--- src/rtl/traffic_light_monitor.sv ---
// -----------------------------------------------------------------------------
// traffic_light_monitor
//
// Watches the three lamp signals of a traffic light and checks them against the
// legal sequence RED -> RED+YELLOW -> GREEN -> YELLOW -> RED. Every phase has a
// nominal length T and may deviate by +/-TOL cycles. The monitor measures each
// phase, reports the length of every completed phase, counts full light cycles,
// and latches a sticky fault with a cause code when the light misbehaves.
//
// Ports
//   clk        : clock
//   rst        : synchronous active-high reset
//   red        : observed red lamp
//   yellow     : observed yellow lamp
//   green      : observed green lamp
//   clr_fault  : level clear of a sticky fault (returns the FSM to UNSYNC)
//   phase      : FSM state, 0 UNSYNC, 1 RED, 2 RED_YEL, 3 GREEN, 4 YEL, 7 FAULT
//   dur_cnt    : cycles spent in the current phase (0 in UNSYNC/FAULT)
//   last_dur   : length of the last completed phase
//   dur_strobe : one-cycle pulse in the cycle last_dur takes a new value
//   cycle_cnt  : completed YEL -> RED transitions, wraps at 255
//   fault      : sticky fault flag
//   fault_code : 0 none, 1 illegal pattern, 2 wrong order, 3 too short,
//                4 too long
//
// Handshake: none; all inputs are sampled every cycle, all outputs are registered.
// -----------------------------------------------------------------------------
module traffic_light_monitor #(
    parameter int T_RED   = 31,
    parameter int T_RY    = 3,
    parameter int T_GREEN = 20,
    parameter int T_YEL   = 3,
    parameter int TOL     = 1
) (
    input  logic       clk,
    input  logic       rst,
    input  logic       red,
    input  logic       yellow,
    input  logic       green,
    input  logic       clr_fault,
    output logic [2:0] phase,
    output logic [7:0] dur_cnt,
    output logic [7:0] last_dur,
    output logic       dur_strobe,
    output logic [7:0] cycle_cnt,
    output logic       fault,
    output logic [2:0] fault_code
);

    typedef enum logic [2:0] {
        ST_UNSYNC = 3'd0,
        ST_RED    = 3'd1,
        ST_RY     = 3'd2,
        ST_GREEN  = 3'd3,
        ST_YEL    = 3'd4,
        ST_FAULT  = 3'd7
    } state_e;

    // Registers
    logic [2:0] s_lights_q;
    state_e     state_q,      state_d;
    logic [7:0] dur_cnt_q,    dur_cnt_d;
    logic [7:0] last_dur_q,   last_dur_d;
    logic       dur_strobe_q, dur_strobe_d;
    logic [7:0] cycle_cnt_q,  cycle_cnt_d;
    logic       fault_q,      fault_d;
    logic [2:0] fault_code_q, fault_code_d;
    // Set for the first phase after leaving UNSYNC: its length is unknown
    // because the phase may have started before the monitor synced.
    logic       first_q,      first_d;

    // Decoded sample
    state_e     pat_state;
    logic       pat_illegal;
    logic       pat_off;

    // Phase length window for the current state
    logic [31:0] dur_ext;
    logic [31:0] t_lo;
    logic [31:0] t_hi;

    // Nominal phase length of a synced state.
    function automatic logic [31:0] t_nom(input state_e s);
        case (s)
            ST_RED:   return 32'(T_RED);
            ST_RY:    return 32'(T_RY);
            ST_GREEN: return 32'(T_GREEN);
            ST_YEL:   return 32'(T_YEL);
            default:  return 32'd0;
        endcase
    endfunction

    // Successor of a synced state in the legal order.
    function automatic state_e next_in_order(input state_e s);
        case (s)
            ST_RED:   return ST_RY;
            ST_RY:    return ST_GREEN;
            ST_GREEN: return ST_YEL;
            ST_YEL:   return ST_RED;
            default:  return ST_UNSYNC;
        endcase
    endfunction

    // Decode the sampled {r,y,g}; OFF maps onto the UNSYNC encoding.
    always_comb begin
        pat_state   = ST_UNSYNC;
        pat_illegal = 1'b0;
        case (s_lights_q)
            3'b000:  pat_state   = ST_UNSYNC;
            3'b100:  pat_state   = ST_RED;
            3'b110:  pat_state   = ST_RY;
            3'b001:  pat_state   = ST_GREEN;
            3'b010:  pat_state   = ST_YEL;
            default: pat_illegal = 1'b1;
        endcase
    end

    assign pat_off = !pat_illegal && (pat_state == ST_UNSYNC);
    assign dur_ext = {24'd0, dur_cnt_q};
    assign t_lo    = t_nom(state_q) - 32'(TOL);
    assign t_hi    = t_nom(state_q) + 32'(TOL);

    // State register
    always_ff @(posedge clk) begin
        if (rst) begin
            s_lights_q   <= 3'b000;
            state_q      <= ST_UNSYNC;
            dur_cnt_q    <= 8'd0;
            last_dur_q   <= 8'd0;
            dur_strobe_q <= 1'b0;
            cycle_cnt_q  <= 8'd0;
            fault_q      <= 1'b0;
            fault_code_q <= 3'd0;
            first_q      <= 1'b0;
        end else begin
            s_lights_q   <= {red, yellow, green};
            state_q      <= state_d;
            dur_cnt_q    <= dur_cnt_d;
            last_dur_q   <= last_dur_d;
            dur_strobe_q <= dur_strobe_d;
            cycle_cnt_q  <= cycle_cnt_d;
            fault_q      <= fault_d;
            fault_code_q <= fault_code_d;
            first_q      <= first_d;
        end
    end

    // Next-state logic
    always_comb begin
        logic [2:0] raise_code;
        raise_code   = 3'd0;
        state_d      = state_q;
        dur_cnt_d    = dur_cnt_q;
        last_dur_d   = last_dur_q;
        dur_strobe_d = 1'b0;
        cycle_cnt_d  = cycle_cnt_q;
        fault_d      = fault_q;
        fault_code_d = fault_code_q;
        first_d      = first_q;

        case (state_q)
            ST_FAULT: begin
                if (clr_fault) begin
                    state_d      = ST_UNSYNC;
                    fault_d      = 1'b0;
                    fault_code_d = 3'd0;
                end
            end
            ST_UNSYNC: begin
                if (pat_illegal) begin
                    raise_code = 3'd1;
                end else if (pat_state == ST_RED) begin
                    state_d   = ST_RED;
                    dur_cnt_d = 8'd1;
                    first_d   = 1'b1;
                end
            end
            default: begin
                if (pat_illegal) begin
                    raise_code = 3'd1;
                end else if (pat_off) begin
                    // Controller restart, not a fault.
                    state_d   = ST_UNSYNC;
                    dur_cnt_d = 8'd0;
                    first_d   = 1'b0;
                end else if (pat_state == state_q) begin
                    if (dur_ext == t_hi) begin
                        raise_code = 3'd4;
                    end else if (dur_cnt_q != 8'hFF) begin
                        dur_cnt_d = dur_cnt_q + 8'd1;
                    end
                end else if (pat_state == next_in_order(state_q)) begin
                    if (!first_q && (dur_ext < t_lo)) begin
                        raise_code = 3'd3;
                    end else begin
                        state_d      = pat_state;
                        dur_cnt_d    = 8'd1;
                        last_dur_d   = dur_cnt_q;
                        dur_strobe_d = 1'b1;
                        first_d      = 1'b0;
                        if (state_q == ST_YEL) begin
                            cycle_cnt_d = cycle_cnt_q + 8'd1;
                        end
                    end
                end else begin
                    raise_code = 3'd2;
                end
            end
        endcase

        // A clear on the same edge as a new fault wins and resyncs instead.
        if (raise_code != 3'd0) begin
            dur_cnt_d = 8'd0;
            first_d   = 1'b0;
            if (clr_fault) begin
                state_d      = ST_UNSYNC;
                fault_d      = 1'b0;
                fault_code_d = 3'd0;
            end else begin
                state_d      = ST_FAULT;
                fault_d      = 1'b1;
                fault_code_d = raise_code;
            end
        end
    end

    // Outputs
    always_comb begin
        phase      = state_q;
        dur_cnt    = dur_cnt_q;
        last_dur   = last_dur_q;
        dur_strobe = dur_strobe_q;
        cycle_cnt  = cycle_cnt_q;
        fault      = fault_q;
        fault_code = fault_code_q;
    end

endmodule
--- config.mk ---
export PLATFORM = sky130hd
export DESIGN_NAME = traffic_light_monitor
export DESIGN_NICKNAME = d
export VERILOG_FILES = /design/src/rtl/traffic_light_monitor.sv
export SDC_FILE = /design/constraint.sdc
export NUM_CORES = 1
export LEC_CHECK = 0
export BUFFER_PORTS_ARGS = -buffer_cell sky130_fd_sc_hd__buf_4
export CAP_MARGIN = 20
export CORE_ASPECT_RATIO = 1.25
export CORE_MARGIN = 2
export CORE_UTILIZATION = 45
export DETAILED_ROUTE_END_ITERATION = 6
export GPL_TIMING_DRIVEN = 0
export PLACE_DENSITY_LB_ADDON = 0.08
export REMOVE_ABC_BUFFERS = 1
export SLEW_MARGIN = 20
export SYNTH_ARGS = -nofsm -noshare
export SYNTH_HDL_FRONTEND = slang
export SYNTH_SLANG_ARGS = --single-unit
--- constraint.sdc ---
create_clock -name clk -period 7.7 [get_ports clk]
set_clock_uncertainty 0.2 [all_clocks]
set_input_delay 1.54 -clock clk [delete_from_list [all_inputs] [get_ports clk]]
set_output_delay 1.54 -clock clk [all_outputs]
set_load 0.05 [all_outputs]
==> impl_metrics.ini <==
[detailed_routing]
top_layer = met4
via_per_inst = 5.68
dr_wl_met3_um = 151
drc = 0
post_drt_wl_per_cell_um = 14.9
dr.pass1.iters = 4
drt-met1-wl_mm = 2.59
num_vias = 2056
final_antenna_net_count = 0
wl_met2_mm = 2.60
wirelength_mm = 5.38
drt_iter0_drc = 82

[timing]
timing.fmax_mhz = 213
timing.setup.tns_ps = 0
rsz0062_at_grt = no
min_period_over_period_pct = 60.9
setup_viol = 0
slew_viol_final = 0
fin_crit_ps = 4690
tightestPinTransition_ps = 772
hold_viol = 0
relSlewSlack_pct = 48.5

[yosys]
yosys_warnings = 0
synth.ff_latch_count = 36
async_flop_share_pct = 0
avgSynthCellArea_um2 = 8.91
seq_area_frac_synth_pct = 29.6
syn-instance-count = 273
syn_area_um2 = 2430
ys.flop_type = dfxtp_1
synth_edf_count = 0
ys_types = 59

[clock_tree]
htreeDepth = 2
root_buffer = clkbuf_8
postCtsSetupRepairBufs = 0
cts_hold_buf = 0
clkLatencyLatePin_ps = 290
path_clk_slew_ps = 80
cts_sinks = 36
tritoncts.num_buffers = 5
cts_resized = 0
clockBufferDepth = 2
cts_tree = built

[placed_design]
hpwlAfterDp_mm = 3.75
port_buffers = 37
place_congestion = 0.793
place_area_um2 = 2660
dpl.cell_count = 354

[finish]
layout-drive-gt1-share_pct = 20.0
nNetsFinal = 317
layout_common_cells = buf_4 (37), dfxtp_1 (36), nor2_1 (32)
fin_area_um2 = 2750
area_delta_synth_final_pct = 13.0
n_antenna_cell = 0
layout_commonest_cell = buf_4
layoutNonFillerInstCount = 362

[global_route]
track_usage_pct = 17.9
antenna_found_initial = 0
grt_first_pass_wirelength_mm = 8.91
grt_max_degree = 34
grt_pass1_vias = 1876
grt_overflow = 0

[worst_setup_path]
slowest_delay_ps = 780
crit_top_cell = ha_1
critPathMaxFanout = 21
required_ps = 7720
cp-start-kind = register
worst-path-buf-inv = 0
critPathLaunch = phase[0]$_SDFFE_PP0P_
r2r_start = phase[0]$_SDFFE_PP0P_
critPathKind = reg -> reg
crit_path_top_delay_cell = dfxtp_1
worstPathCellList = nor3b_1 > nor2_1 > ha_1 > ha_1 > ha_1 > nand4_1 > a21oi_1 > o41ai_4 > o31ai_4 > o31a_1 > nand4b_1 > a21oi_1
arrival_ps = 4710
cp_top_family = compound AO/OA/AOI/OAI gates
worstSetupEndpointType = register

[floorplanning]
rows = 29
dieWidth_um = 69.7
core_um2 = 5150
die_area_um2 = 6010
die_h_um = 86.2
pin_count = 38
start_util_pct = 47.2

[power]
power_density_nw_per_um2 = 323
max-vdd-ir-drop_uv = 131
p_leak_nw = 1.10

[flow_run]
maxCapViolations = 0

[status]
status = completed

[hold_path]
hp-class = reg -> reg
hold_path_startpoint = fault$_SDFFE_PP0P_
through the flow:
step / hold slack (ps) / power [mW] / utilization [%] / setup WS, ps
floorplan: 373 / 0.642 / - / 3390
global placement: 252 / 0.747 / 51.6 / 3100
detailed placement: 261 / 0.753 / 51.6 / 3030
CTS: 273 / 0.894 / 53.3 / 2980
global route: 299 / 0.955 / 53.3 / 2630
finish: 270 / 0.888 / 53.3 / 3010
cell usage after synthesis (all sizes together), types with 4 or more instances:
library cell | instances | area share, %
nor2 | 32 | 4.9
a21oi | 13 | 3.3
ha | 12 | 6.2
xnor2 | 6 | 2.2
nor3 | 10 | 3.0
and3 | 9 | 2.3
o21ai | 6 | 1.2
buf | 13 | 4.5
mux2i | 11 | 4.5
xor2 | 12 | 4.3
o2111ai | 6 | 2.2
nand2b | 8 | 2.1
nor2b | 6 | 1.5
nand4 | 7 | 1.8
nor4 | 6 | 2.2
inv | 11 | 1.7
dfxtp | 36 | 30
clkbuf | 5 | 0.82
and2 | 4 | 1.1
nand2 | 11 | 1.8
cells by family (layout without fill, tap and decap cells):
logic type	count (synthesis)	count (layout)	share of synthesized area, %
adder cells (fa/ha/maj)	12	12	6.18
buffers and inverters	29	56	7.00
AO/OA/AOI/OAI	53	53	18.7
flip-flops	36	36	29.6
multiplexers	11	11	4.53
AND/OR/NAND/NOR	114	114	27.5
XOR/XNOR	18	18	6.48
sequential cells by signal, indices dropped and copies added (netlist names):
name        flops
dur_cnt         8
dur_strobe      1
fault           1
last_dur        8
s_lights_q      3
phase           3
fault_code      3
first_q         1
cycle_cnt       8
layout make-up:
type / instances / area [um2]
Fill cell: 498 / 2400
Multi-Input combinational cell: 208 / 1540
Sequential cell: 36 / 721
Timing Repair Buffer: 37 / 278
Tap cell: 62 / 77.6
Clock buffer: 5 / 68.8
Inverter: 11 / 41.3
Clock inverter: 3 / 21.3
worst paths after layout:
path | end | slack [ps] | cells past startpoint
max | dur_cnt[2]$_SDFFE_PP0P_ | 3010 | 12
min | fault$_SDFFE_PP0P_ | 270 | 2
max reg2reg | dur_cnt[2]$_SDFFE_PP0P_ | 3010 | 12
min reg2reg | fault$_SDFFE_PP0P_ | 270 | 2
report_power, final:
| part | internal [mW] | total (mW) | switching, mW |
|---|---|---|---|
| Combinational | 0.191 | 0.487 | 0.296 |
| Clock | 0.0642 | 0.139 | 0.0744 |
| Sequential | 0.205 | 0.262 | 0.0571 |
worst register-to-register path, cell delays in order (launching register included):
cell      delay, ps
dfxtp_1         780
nor3b_1         490
nor2_1          150
ha_1            290
ha_1            310
ha_1            280
nand4_1          70
a21oi_1         260
o41ai_4         190
o31ai_4         610
o31a_1          440
nand4b_1        350
a21oi_1         200
per-layer routing:
metal  track usage [%]  up-vias
met4              5.42        0
met3              2.91        6
met2              29.8       26
met5                 0        -
met1              24.2      971
li1                  -     1053
No activity file was read; power rests on OpenSTA's default activity.
